## src/rtl/muldiv_issue_queue_pkg.sv

```systemverilog
// Shared types for the mul/div issue path: ALU op encoding, ROB/PRF widths
// and the ROB age comparison used by both this queue and the unit itself.
package muldiv_issue_queue_pkg;

    localparam int unsigned ROB_WIDTH  = 3;
    localparam int unsigned PRF_WIDTH  = 6;
    localparam int unsigned XLEN_WIDTH = 32;

    typedef enum logic [3:0] {
        ALU_ADD,
        ALU_SUB,
        ALU_AND,
        ALU_OR,
        ALU_XOR,
        ALU_SLL,
        ALU_SRL,
        ALU_SRA,
        ALU_SLT,
        ALU_SLTU,
        ALU_MUL,
        ALU_MULH,
        ALU_DIV,
        ALU_DIVU,
        ALU_REM,
        ALU_REMU
    } alu_op_type;

    typedef logic [ROB_WIDTH:0]   rob_id_t;
    typedef logic [PRF_WIDTH-1:0] prf_id_t;

    // 1 when tag a is younger than tag b; the MSB is the ROB wrap bit.
    function automatic logic rob_younger(input rob_id_t a, input rob_id_t b);
        return a[ROB_WIDTH] ^ b[ROB_WIDTH] ^ (a[ROB_WIDTH-1:0] > b[ROB_WIDTH-1:0]);
    endfunction

endpackage

```

## src/rtl/muldiv_issue_queue_rs_entry.sv

```systemverilog
// One reservation-station slot: stores a dispatched micro-op, snoops the
// writeback broadcasts for its two sources and drops itself on issue or on
// a flush by an older branch.
module muldiv_rs_entry
    import muldiv_issue_queue_pkg::*;
#(
    parameter int unsigned WB_PORTS = 2
) (
    input  logic                               clk,
    input  logic                               reset_n,
    input  logic                               alloc,
    input  alu_op_type                         alloc_op,
    input  prf_id_t                            alloc_rs1_prf,
    input  prf_id_t                            alloc_rs2_prf,
    input  logic                               alloc_rs1_rdy,
    input  logic                               alloc_rs2_rdy,
    input  prf_id_t                            alloc_rd_prf,
    input  rob_id_t                            alloc_rob_id,
    input  logic                               release_en,
    input  logic [WB_PORTS-1:0]                wb_valid,
    input  logic [WB_PORTS-1:0][PRF_WIDTH-1:0] wb_prf,
    input  logic                               flush_valid,
    input  rob_id_t                            flush_robid,
    output logic                               valid,
    output logic                               ready,
    output alu_op_type                         op,
    output prf_id_t                            rs1_prf,
    output prf_id_t                            rs2_prf,
    output prf_id_t                            rd_prf,
    output rob_id_t                            rob_id
);

    logic rs1_rdy;
    logic rs2_rdy;
    logic wake1;
    logic wake2;
    logic alloc_wake1;
    logic alloc_wake2;
    logic squash;

    // Match the stored and the incoming source tags against every broadcast.
    always_comb begin
        wake1       = 1'b0;
        wake2       = 1'b0;
        alloc_wake1 = 1'b0;
        alloc_wake2 = 1'b0;
        for (int unsigned p = 0; p < WB_PORTS; p++) begin
            if (wb_valid[p]) begin
                if (wb_prf[p] == rs1_prf)       wake1       = 1'b1;
                if (wb_prf[p] == rs2_prf)       wake2       = 1'b1;
                if (wb_prf[p] == alloc_rs1_prf) alloc_wake1 = 1'b1;
                if (wb_prf[p] == alloc_rs2_prf) alloc_wake2 = 1'b1;
            end
        end
        squash = flush_valid & rob_younger(rob_id, flush_robid);
    end

    // Slot state: allocation never targets a valid slot, so it cannot
    // collide with release or squash of the same slot.
    always_ff @(posedge clk) begin
        if (!reset_n) begin
            valid   <= 1'b0;
            rs1_rdy <= 1'b0;
            rs2_rdy <= 1'b0;
            op      <= ALU_ADD;
            rs1_prf <= '0;
            rs2_prf <= '0;
            rd_prf  <= '0;
            rob_id  <= '0;
        end else if (alloc) begin
            valid   <= 1'b1;
            rs1_rdy <= alloc_rs1_rdy | alloc_wake1;
            rs2_rdy <= alloc_rs2_rdy | alloc_wake2;
            op      <= alloc_op;
            rs1_prf <= alloc_rs1_prf;
            rs2_prf <= alloc_rs2_prf;
            rd_prf  <= alloc_rd_prf;
            rob_id  <= alloc_rob_id;
        end else begin
            if (release_en || squash) valid <= 1'b0;
            if (wake1) rs1_rdy <= 1'b1;
            if (wake2) rs2_rdy <= 1'b1;
        end
    end

    assign ready = valid & rs1_rdy & rs2_rdy;

endmodule

```

## src/rtl/muldiv_issue_queue.sv

```systemverilog
// Reservation station in front of the mul/div unit. Allocates dispatched
// ops into the lowest free slot, selects one ready slot while the unit is
// idle, reads the register file and registers a one-cycle start pulse.
// Build option: MDRS_AGE_SELECT_EN selects the oldest ready slot via an
// age matrix instead of the lowest-index ready slot.
module muldiv_issue_queue
    import muldiv_issue_queue_pkg::*;
#(
    parameter int unsigned RS_DEPTH = 4,
    parameter int unsigned WB_PORTS = 2
) (
    input  logic                               clk,
    input  logic                               reset_n,
    input  logic                               disp_valid,
    output logic                               disp_ready,
    input  alu_op_type                         disp_op,
    input  logic [PRF_WIDTH-1:0]               disp_rs1_prf,
    input  logic [PRF_WIDTH-1:0]               disp_rs2_prf,
    input  logic                               disp_rs1_rdy,
    input  logic                               disp_rs2_rdy,
    input  logic [PRF_WIDTH-1:0]               disp_rd_prf,
    input  logic [ROB_WIDTH:0]                 disp_rob_id,
    input  logic [WB_PORTS-1:0]                wb_valid,
    input  logic [WB_PORTS-1:0][PRF_WIDTH-1:0] wb_prf,
    input  logic                               flush_valid,
    input  logic [ROB_WIDTH:0]                 flush_robid,
    input  logic                               unit_busy,
    output logic [PRF_WIDTH-1:0]               prf_raddr1,
    output logic [PRF_WIDTH-1:0]               prf_raddr2,
    input  logic [XLEN_WIDTH-1:0]              prf_rdata1,
    input  logic [XLEN_WIDTH-1:0]              prf_rdata2,
    output logic                               iss_start,
    output alu_op_type                         iss_op,
    output logic [XLEN_WIDTH-1:0]              iss_left,
    output logic [XLEN_WIDTH-1:0]              iss_right,
    output logic [ROB_WIDTH:0]                 iss_rob_id,
    output logic [PRF_WIDTH-1:0]               iss_prf_id
);

    localparam int unsigned IDX_W = (RS_DEPTH > 1) ? $clog2(RS_DEPTH) : 1;

    logic [RS_DEPTH-1:0] ent_valid;
    logic [RS_DEPTH-1:0] ent_ready;
    alu_op_type          ent_op  [RS_DEPTH];
    prf_id_t             ent_rs1 [RS_DEPTH];
    prf_id_t             ent_rs2 [RS_DEPTH];
    prf_id_t             ent_rd  [RS_DEPTH];
    rob_id_t             ent_rob [RS_DEPTH];

    logic             alloc_found;
    logic [IDX_W-1:0] alloc_idx;
    logic             disp_fire;
    logic             sel_found;
    logic [IDX_W-1:0] sel_idx;
    logic             issue_fire;

    // Lowest-index free slot receives the next dispatch.
    always_comb begin
        alloc_found = 1'b0;
        alloc_idx   = '0;
        for (int unsigned i = 0; i < RS_DEPTH; i++) begin
            if (!ent_valid[i] && !alloc_found) begin
                alloc_found = 1'b1;
                alloc_idx   = IDX_W'(i);
            end
        end
    end

    // Occupancy is the pre-edge view, so a slot freed by issue this cycle
    // only becomes available to dispatch on the following cycle.
    assign disp_ready = ~(&ent_valid) & ~flush_valid;
    assign disp_fire  = disp_valid & disp_ready;

    for (genvar i = 0; i < RS_DEPTH; i++) begin : g_entry
        muldiv_rs_entry #(
            .WB_PORTS(WB_PORTS)
        ) u_entry (
            .clk          (clk),
            .reset_n      (reset_n),
            .alloc        (disp_fire && (alloc_idx == IDX_W'(i))),
            .alloc_op     (disp_op),
            .alloc_rs1_prf(disp_rs1_prf),
            .alloc_rs2_prf(disp_rs2_prf),
            .alloc_rs1_rdy(disp_rs1_rdy),
            .alloc_rs2_rdy(disp_rs2_rdy),
            .alloc_rd_prf (disp_rd_prf),
            .alloc_rob_id (disp_rob_id),
            .release_en   (issue_fire && (sel_idx == IDX_W'(i))),
            .wb_valid     (wb_valid),
            .wb_prf       (wb_prf),
            .flush_valid  (flush_valid),
            .flush_robid  (flush_robid),
            .valid        (ent_valid[i]),
            .ready        (ent_ready[i]),
            .op           (ent_op[i]),
            .rs1_prf      (ent_rs1[i]),
            .rs2_prf      (ent_rs2[i]),
            .rd_prf       (ent_rd[i]),
            .rob_id       (ent_rob[i])
        );
    end

`ifdef MDRS_AGE_SELECT_EN
    // older[j][i] = 1 means slot j was dispatched before slot i.
    logic [RS_DEPTH-1:0] older [RS_DEPTH];

    // A new slot is younger than everything currently valid.
    always_ff @(posedge clk) begin
        if (!reset_n) begin
            for (int unsigned j = 0; j < RS_DEPTH; j++) older[j] <= '0;
        end else if (disp_fire) begin
            for (int unsigned j = 0; j < RS_DEPTH; j++) begin
                older[alloc_idx][j] <= 1'b0;
                older[j][alloc_idx] <= ent_valid[j];
            end
        end
    end

    // Pick the ready slot that no other ready slot is older than.
    always_comb begin
        logic blocked;
        blocked   = 1'b0;
        sel_found = 1'b0;
        sel_idx   = '0;
        for (int unsigned i = 0; i < RS_DEPTH; i++) begin
            blocked = 1'b0;
            for (int unsigned j = 0; j < RS_DEPTH; j++) begin
                if (ent_ready[j] && older[j][i]) blocked = 1'b1;
            end
            if (ent_ready[i] && !blocked && !sel_found) begin
                sel_found = 1'b1;
                sel_idx   = IDX_W'(i);
            end
        end
    end
`else
    // Pick the lowest-index ready slot.
    always_comb begin
        sel_found = 1'b0;
        sel_idx   = '0;
        for (int unsigned i = 0; i < RS_DEPTH; i++) begin
            if (ent_ready[i] && !sel_found) begin
                sel_found = 1'b1;
                sel_idx   = IDX_W'(i);
            end
        end
    end
`endif

    // Gating on iss_start spaces starts two cycles apart, covering the
    // unit's busy-rise latency.
    assign issue_fire = sel_found & ~unit_busy & ~iss_start & ~flush_valid;
    assign prf_raddr1 = sel_found ? ent_rs1[sel_idx] : '0;
    assign prf_raddr2 = sel_found ? ent_rs2[sel_idx] : '0;

    // Issue register: data fields hold after the pulse, only iss_start drops.
    always_ff @(posedge clk) begin
        if (!reset_n) begin
            iss_start  <= 1'b0;
            iss_op     <= ALU_ADD;
            iss_left   <= '0;
            iss_right  <= '0;
            iss_rob_id <= '0;
            iss_prf_id <= '0;
        end else begin
            iss_start <= issue_fire;
            if (issue_fire) begin
                iss_op     <= ent_op[sel_idx];
                iss_left   <= prf_rdata1;
                iss_right  <= prf_rdata2;
                iss_rob_id <= ent_rob[sel_idx];
                iss_prf_id <= ent_rd[sel_idx];
            end
        end
    end

endmodule
```

## config.mk

```make
export PLATFORM = sky130hd
export DESIGN_NAME = muldiv_issue_queue
export DESIGN_NICKNAME = d
export VERILOG_FILES = /design/src/rtl/muldiv_issue_queue_pkg.sv /design/src/rtl/muldiv_issue_queue_rs_entry.sv /design/src/rtl/muldiv_issue_queue.sv
export SDC_FILE = /design/constraint.sdc
export NUM_CORES = 1
export LEC_CHECK = 0
export BUFFER_PORTS_ARGS = -buffer_cell sky130_fd_sc_hd__buf_2
export CELL_PAD_IN_SITES_DETAIL_PLACEMENT = 2
export CELL_PAD_IN_SITES_GLOBAL_PLACEMENT = 2
export CORE_MARGIN = 5
export CORE_UTILIZATION = 29
export CTS_CLUSTER_DIAMETER = 100
export DETAILED_ROUTE_END_ITERATION = 8
export MAX_ROUTING_LAYER = met4
export PLACE_DENSITY = 0.75
export SLEW_MARGIN = 25
export SYNTH_ARGS = -nofsm -noshare
export SYNTH_HDL_FRONTEND = slang
export SYNTH_SLANG_ARGS = --single-unit
```

## constraint.sdc

```tcl
create_clock -name clk -period 2.02 [get_ports clk]
set_clock_uncertainty 0.2 [all_clocks]
set_input_delay 0.101 -clock clk [delete_from_list [all_inputs] [get_ports clk]]
set_output_delay 0.101 -clock clk [all_outputs]
set_load 0.05 [all_outputs]
```

# Yosys cells after proc, flatten, opt, wreduce, memory -nomap -nowiden

Cells that the tools add are included.

Bits in registers: 195
Latch bits: 0
Bits in writable memories: 0
Memory bits (read-only): 0
Bits of input ports: 115
Output and inout port bits: 92
Memories kept: 0

Add/sub/neg operators: 0
Multipliers: 0
Divide/modulo/power cells: 0
Magnitude comparators: 5
Equal/unequal tests: 26
Shift operators: 0
Mux-type cells: 94
Bitwise gates (word level): 32
Reductions and logical operators: 41

Operators with widths:

| operator                                       | count |
|---|---|
| == test 6 bit                                  | 20 |
| 2-to-1 mux 1 bit                               | 73 |
| 2-to-1 mux 6 bit                               | 8 |
| binary-select mux 6 bit (select 2 bit)         | 3 |
| nonzero test 2 bit                             | 12 |
| bitwise AND 1 bit                              | 17 |
| binary-select mux 4 bit (select 2 bit)         | 2 |
| 2-to-1 mux 4 bit                               | 4 |
| logical AND 1 bit                              | 14 |
| > comparator 3 bit                             | 4 |
| == test 2 bit (second input constant)          | 4 |
| zero test 1 bit                                | 8 |
| 2-to-1 mux 2 bit                               | 4 |
| bitwise XOR 1 bit                              | 8 |
| == test 2 x 1 -> 1 bit (second input constant) | 2 |
| zero test 2 bit                                | 2 |
| logical OR 1 bit                               | 4 |
| NOT 1 bit                                      | 4 |
| AND reduction 4 bit                            | 1 |
| >= comparator 3 bit (second input constant)    | 1 |
| NOT 2 -> 3 bit                                 | 1 |
| OR 1 bit                                       | 2 |

# Longest topological paths before layout

Depth in word-level cells: 19
Depth in mapped cells: 9
Gate-level depth less buffers: 7

# Modules after synthesis

From an unflattened synthesis, not the netlist that was laid out.

Cells, all modules: 1239
Area total of the unflattened synthesis: 11299.6 sq um

By module, submodules not included:

| module             | instances | cells each | area each (sq um) | sequential area each (sq um) |
|---|---|---|---|---|
| muldiv_rs_entry    | 4         | 179        | 1775.5            | 580.6 |
| muldiv_issue_queue | 1         | 523        | 4197.8            | 1581.5 |

# Least setup slack after synthesis

No wires, ideal clock.

Path type: reg-to-output
From: register g_entry[1].u_entry.valid
To: output prf_raddr1[0]
Arrival: 2.206 ns
Data required time: 1.719 ns
Slack: -0.487 ns
Cell stages (with the launch flop): 8
Cells stage by stage: dfxtp_1 and3_1 buf_2 nor3_2 or2_2 buf_2 a22oi_1 a21oi_1

Longest elaborated chain between the ends: 15
Elaborated cells between the ends (all ways): 18

Ends and longest elaborated chain:

| item                                                 | RTL line                          | RTL |
|---|---|---|
| start: declaration                                   | muldiv_issue_queue_rs_entry.sv:24 | `output logic valid,` |
| start signal: assignment                             | muldiv_issue_queue_rs_entry.sv:62 | `valid <= 1'b0;` |
| start signal: assignment                             | muldiv_issue_queue_rs_entry.sv:71 | `valid <= 1'b1;` |
| start signal: assignment                             | muldiv_issue_queue_rs_entry.sv:80 | `if (release_en \|\| squash) valid <= 1'b0;` |
| bitwise AND 1 bit * (2 in series)                    | muldiv_issue_queue_rs_entry.sv:86 | `assign ready = valid & rs1_rdy & rs2_rdy;` |
| logical AND 1 bit *                                  | muldiv_issue_queue.sv:142         | `if (ent_ready[i] && !sel_found) begin` |
| 2-to-1 mux 1 bit                                     | muldiv_issue_queue.sv:142         |  |
| zero test 1 bit                                      | muldiv_issue_queue.sv:142         |  |
| logical AND 1 bit                                    | muldiv_issue_queue.sv:142         |  |
| 2-to-1 mux 1 bit                                     | muldiv_issue_queue.sv:142         |  |
| zero test 1 bit                                      | muldiv_issue_queue.sv:142         |  |
| logical AND 1 bit                                    | muldiv_issue_queue.sv:142         |  |
| 2-to-1 mux 2 bit                                     | muldiv_issue_queue.sv:142         |  |
| NOT 2 -> 3 bit (not written as such)                 | muldiv_issue_queue.sv:153         | `assign prf_raddr1 = sel_found ? ent_rs1[sel_idx] : '0;` |
| binary-select mux 6 bit (select 2 bit)               | muldiv_issue_queue.sv:153         |  |
| 2-to-1 mux 6 bit (not written as such) (2 in series) | muldiv_issue_queue.sv:153         |  |
| 2-to-1 mux 6 bit *                                   | muldiv_issue_queue.sv:153         |  |
| end: declaration                                     | muldiv_issue_queue.sv:28          | `output logic [PRF_WIDTH-1:0] prf_raddr1,` |

Every way passes the cells marked *; elsewhere a longest branch is shown, timed or not. The select of a mux whose other input is x is not followed.

# Worst setup path in the final report

From: register g_entry[2].u_entry.rs1_rdy
To: output prf_raddr2[5]

Longest elaborated chain between the ends: 12
Elaborated cells between the ends (all ways): 14

Ends and longest elaborated chain:

| item                                                 | RTL line                          | RTL |
|---|---|---|
| start: declaration                                   | muldiv_issue_queue_rs_entry.sv:33 | `logic rs1_rdy;` |
| start signal: assignment                             | muldiv_issue_queue_rs_entry.sv:72 | `rs1_rdy <= alloc_rs1_rdy \| alloc_wake1;` |
| bitwise AND 1 bit * (2 in series)                    | muldiv_issue_queue_rs_entry.sv:86 |  |
| logical AND 1 bit *                                  | muldiv_issue_queue.sv:142         |  |
| 2-to-1 mux 1 bit                                     | muldiv_issue_queue.sv:142         |  |
| zero test 1 bit                                      | muldiv_issue_queue.sv:142         |  |
| logical AND 1 bit                                    | muldiv_issue_queue.sv:142         |  |
| 2-to-1 mux 2 bit                                     | muldiv_issue_queue.sv:142         |  |
| NOT 2 -> 3 bit (not written as such)                 | muldiv_issue_queue.sv:154         | `assign prf_raddr2 = sel_found ? ent_rs2[sel_idx] : '0;` |
| binary-select mux 6 bit (select 2 bit)               | muldiv_issue_queue.sv:154         |  |
| 2-to-1 mux 6 bit (not written as such) (2 in series) | muldiv_issue_queue.sv:154         |  |
| 2-to-1 mux 6 bit *                                   | muldiv_issue_queue.sv:154         |  |
| end: declaration                                     | muldiv_issue_queue.sv:29          | `output logic [PRF_WIDTH-1:0] prf_raddr2,` |

Marks and branches as above.

==> results.cfg <==
[timing]
timing.final.crit_share = 1.17
tightest_slew_ns = 0.579
timing.final.crit_period_ns = 2.36
rsz0062_at_grt = yes
relSlewSlack = 0.609
hold_viol_final = 0
timing.final.ws_setup_ns = -0.345
drv_slew = 0
fmax_mhz = 423
setup_viol = 93

[worst_setup_path]
crit_family = buffers and inverters
critPathArrivalTime_ns = 2.06
critPathBufInv = 3
cp_cell_sequence = and3_4 > buf_6 > nor2b_4 > buf_12 > nand3_2 > a21o_1 > a21oi_4 > buf_6
critPathSlowestCell = dfxtp_2
critPathCaptureType = output pin
start_kind = register
worst_ep_required_time_ns = 1.72
criticalPathCategory = register to output pin
path_max_fanout = 7
cpMostUsedCell = buf_6
slowest_delay_ns = 0.34

[floorplan]
io_pins = 207
fp-row-count = 67
core-area_um2 = 33500
dieArea_um2 = 37700
initial_core_util = 0.294
die_height_um = 194
die_w_um = 194

[place]
io_buffers = 206
placed_area_um2 = 11800
dp_hpwl_um = 29400
globalplace.congestion = 0.854

[grt]
overflow = 0
grt_use_total = 0.247
grt_pass1_wl_um = 70800
grt_max_degree = 74
grt_pass1_vias = 11500
antenna_found_initial = 4

[yosys]
synth-edff-count = 0
ys_ff_latch = 195
synth_area_um2 = 9850
synth_top_area_cell = dfxtp_1
synthCells = 1220
synth_cell_types = 44
synthFlopType = dfxtp_1
ys_seq_area_frac = 0.396
syn-num-nets = 1347
synth_common_cells = nand2_1 (351), dfxtp_1 (195), a21boi_0 (110)
synthArstFlopShare = 0
synth_top_area_frac = 0.396
yosysMostFrequentCell = nand2_1
synth.area.top_cells = dfxtp_1 (40%), nand2_1 (13%), a21boi_0 (8.4%), xnor2_1 (5.9%), xor2_1 (5.3%)
syn_area_per_cell_um2 = 8.07
synth_warnings = 0

[clock_network]
cts-root-buf = clkbuf_16
clk-insertion-delay-late_ns = 0.47
cts_sinks = 195
cts.reportedPaths.clkPinSlew_ns = 0.08
numCtsBuffers = 17
cts_buffer_depth = 2
cts_tree = yes
htree_levels = 4

[pwr]
p_leak_uw = 0.00560
ir_drop_mv = 0.604
power_density_nw_per_um2 = 584

[final_layout]
synthToLayoutAreaGrowth_pct = 48.9
final_util = 0.437
nets = 1661
layout-drive-gt1-share = 0.327
final_area_um2 = 14700

[min_path]
hold_path.class = primary input to register

[run]
cap_violations = 0

[routing]
vias = 10700
vias_per_cell = 5.36
drt_pass1_iterations = 8
ant_nets = 0
drtIter0Drc = 471
routed_wirelength_um = 52800
route.detailed.drc = 0
wl_per_cell_um = 26.4

[status]
status = finished, violations left
violations = setup timing
## metrics by stage
stage	instances	TNS (ns)	setup WS [ns]	total power [µW]	hold WS [ns]
after global routing	1997	-20.24	-0.395	8820	0.170
after detailed placement	1846	-5.75	-0.193	4820	0.151
after CTS	1973	-8.03	-0.336	8480	0.131
after global placement	1846	-0.777	-0.0454	4790	0.139
final	1997	-15.42	-0.345	8560	0.150
after floorplan	1220	-5.64	-0.111	4460	0.0359
## worst reg2reg max path, stage by stage (launching register included)
cell and delay [ns]:
dfxtp_2 0.35, and3_4 0.23, buf_4 0.14, buf_8 0.10, nor4_4 0.04, buf_4 0.15, buf_6 0.12, nor2_4 0.17
buf_6 0.15, buf_16 0.15, clkbuf_16 0.17, nand2_2 0.06, a21boi_1 0.21
## cell type report
cell class	instances	area [µm²]
clock buffer	18	429
timing repair buffer	403	3400
inverter	11	41.3
tap	448	561
multi-input combinational	906	6160
clock inverter	12	151
sequential	195	3910
fill	3638	18900
antenna	4	10.0
## routing by layer
metal,vias up,track usage,part of all wire
li1,4753,-,-
met1,5513,0.287,0.41
met2,318,0.432,0.52
met3,117,0.0481,0.040
met4,0,0.0766,0.033
met5,-,-,0
## worst paths after layout
| check | to | slack, ns | cells after the start | start |
|---|---|---|---|---|
| worst max register to register | iss_left[30] | -0.32 | 12 | g_entry[2].u_entry.rs1_rdy |
| worst min-delay path | g_entry[0].u_entry.valid | 0.15 | 5 | flush_robid[0] |
| worst min register to register | iss_right[7] | 0.27 | 2 | iss_right[7] |
| worst max-delay path | prf_raddr2[5] | -0.34 | 8 | g_entry[2].u_entry.rs1_rdy |
## timing repair
action	CTS	global route
hold endpoints to repair	177	0
gates cloned	6	12
endpoints found under the setup margin	83	141
gates resized for setup	91	158
pin swaps	34	45
setup buffers	5	9
hold buffers	95	0
## where the power goes
group | switching [µW] | internal (µW) | total [µW]
Combinational | 567 | 467 | 1030
Sequential | 50.3 | 3890 | 3940
Clock | 1740 | 1850 | 3590
Total | 2360 | 6200 | 8560
## layout by cell type (no fill, tap or decap), types with 8 or more instances in the layout
cell / instances
buf_8: 8
nor4_1: 20
dlygate4sd3_1: 95
a21boi_1: 36
xnor2_1: 66
nand4_1: 20
a22o_1: 15
xor2_1: 60
clkbuf_16: 26
nand3_1: 9
a21boi_2: 28
dfxtp_1: 190
a21boi_0: 106
ha_1: 12
o21ai_2: 10
a21oi_1: 44
buf_12: 16
buf_2: 193
a21o_1: 12
buf_4: 54
a21oi_4: 12
o21ai_0: 8
buf_6: 22
a2bb2oi_1: 13
nand3_2: 10
nand2_2: 50
nand2_1: 292
nand2_4: 9
a22oi_2: 12
inv_1: 11
## cells by family after synthesis
logic type	count (synthesis)	synth area share
buffers and inverters	121	0.0549
and+or+nand+nor	441	0.190
adders and majority gates	12	0.0152
DFF	195	0.396
AOI/OAI and AO/OA	325	0.232
xor gates and xnor gates	126	0.112
## state kept, by name, summed over array words and instances (netlist names)
signal	cells
g_entry.u_entry.op	16
g_entry.u_entry.rd_prf	24
g_entry.u_entry.rob_id	16
g_entry.u_entry.rs1_prf	24
g_entry.u_entry.rs1_rdy	4
g_entry.u_entry.rs2_prf	24
g_entry.u_entry.rs2_rdy	4
g_entry.u_entry.valid	4
iss_left	32
iss_op	4
iss_prf_id	6
iss_right	32
iss_rob_id	4
iss_start	1
Power figures use the tool's default switching activity.
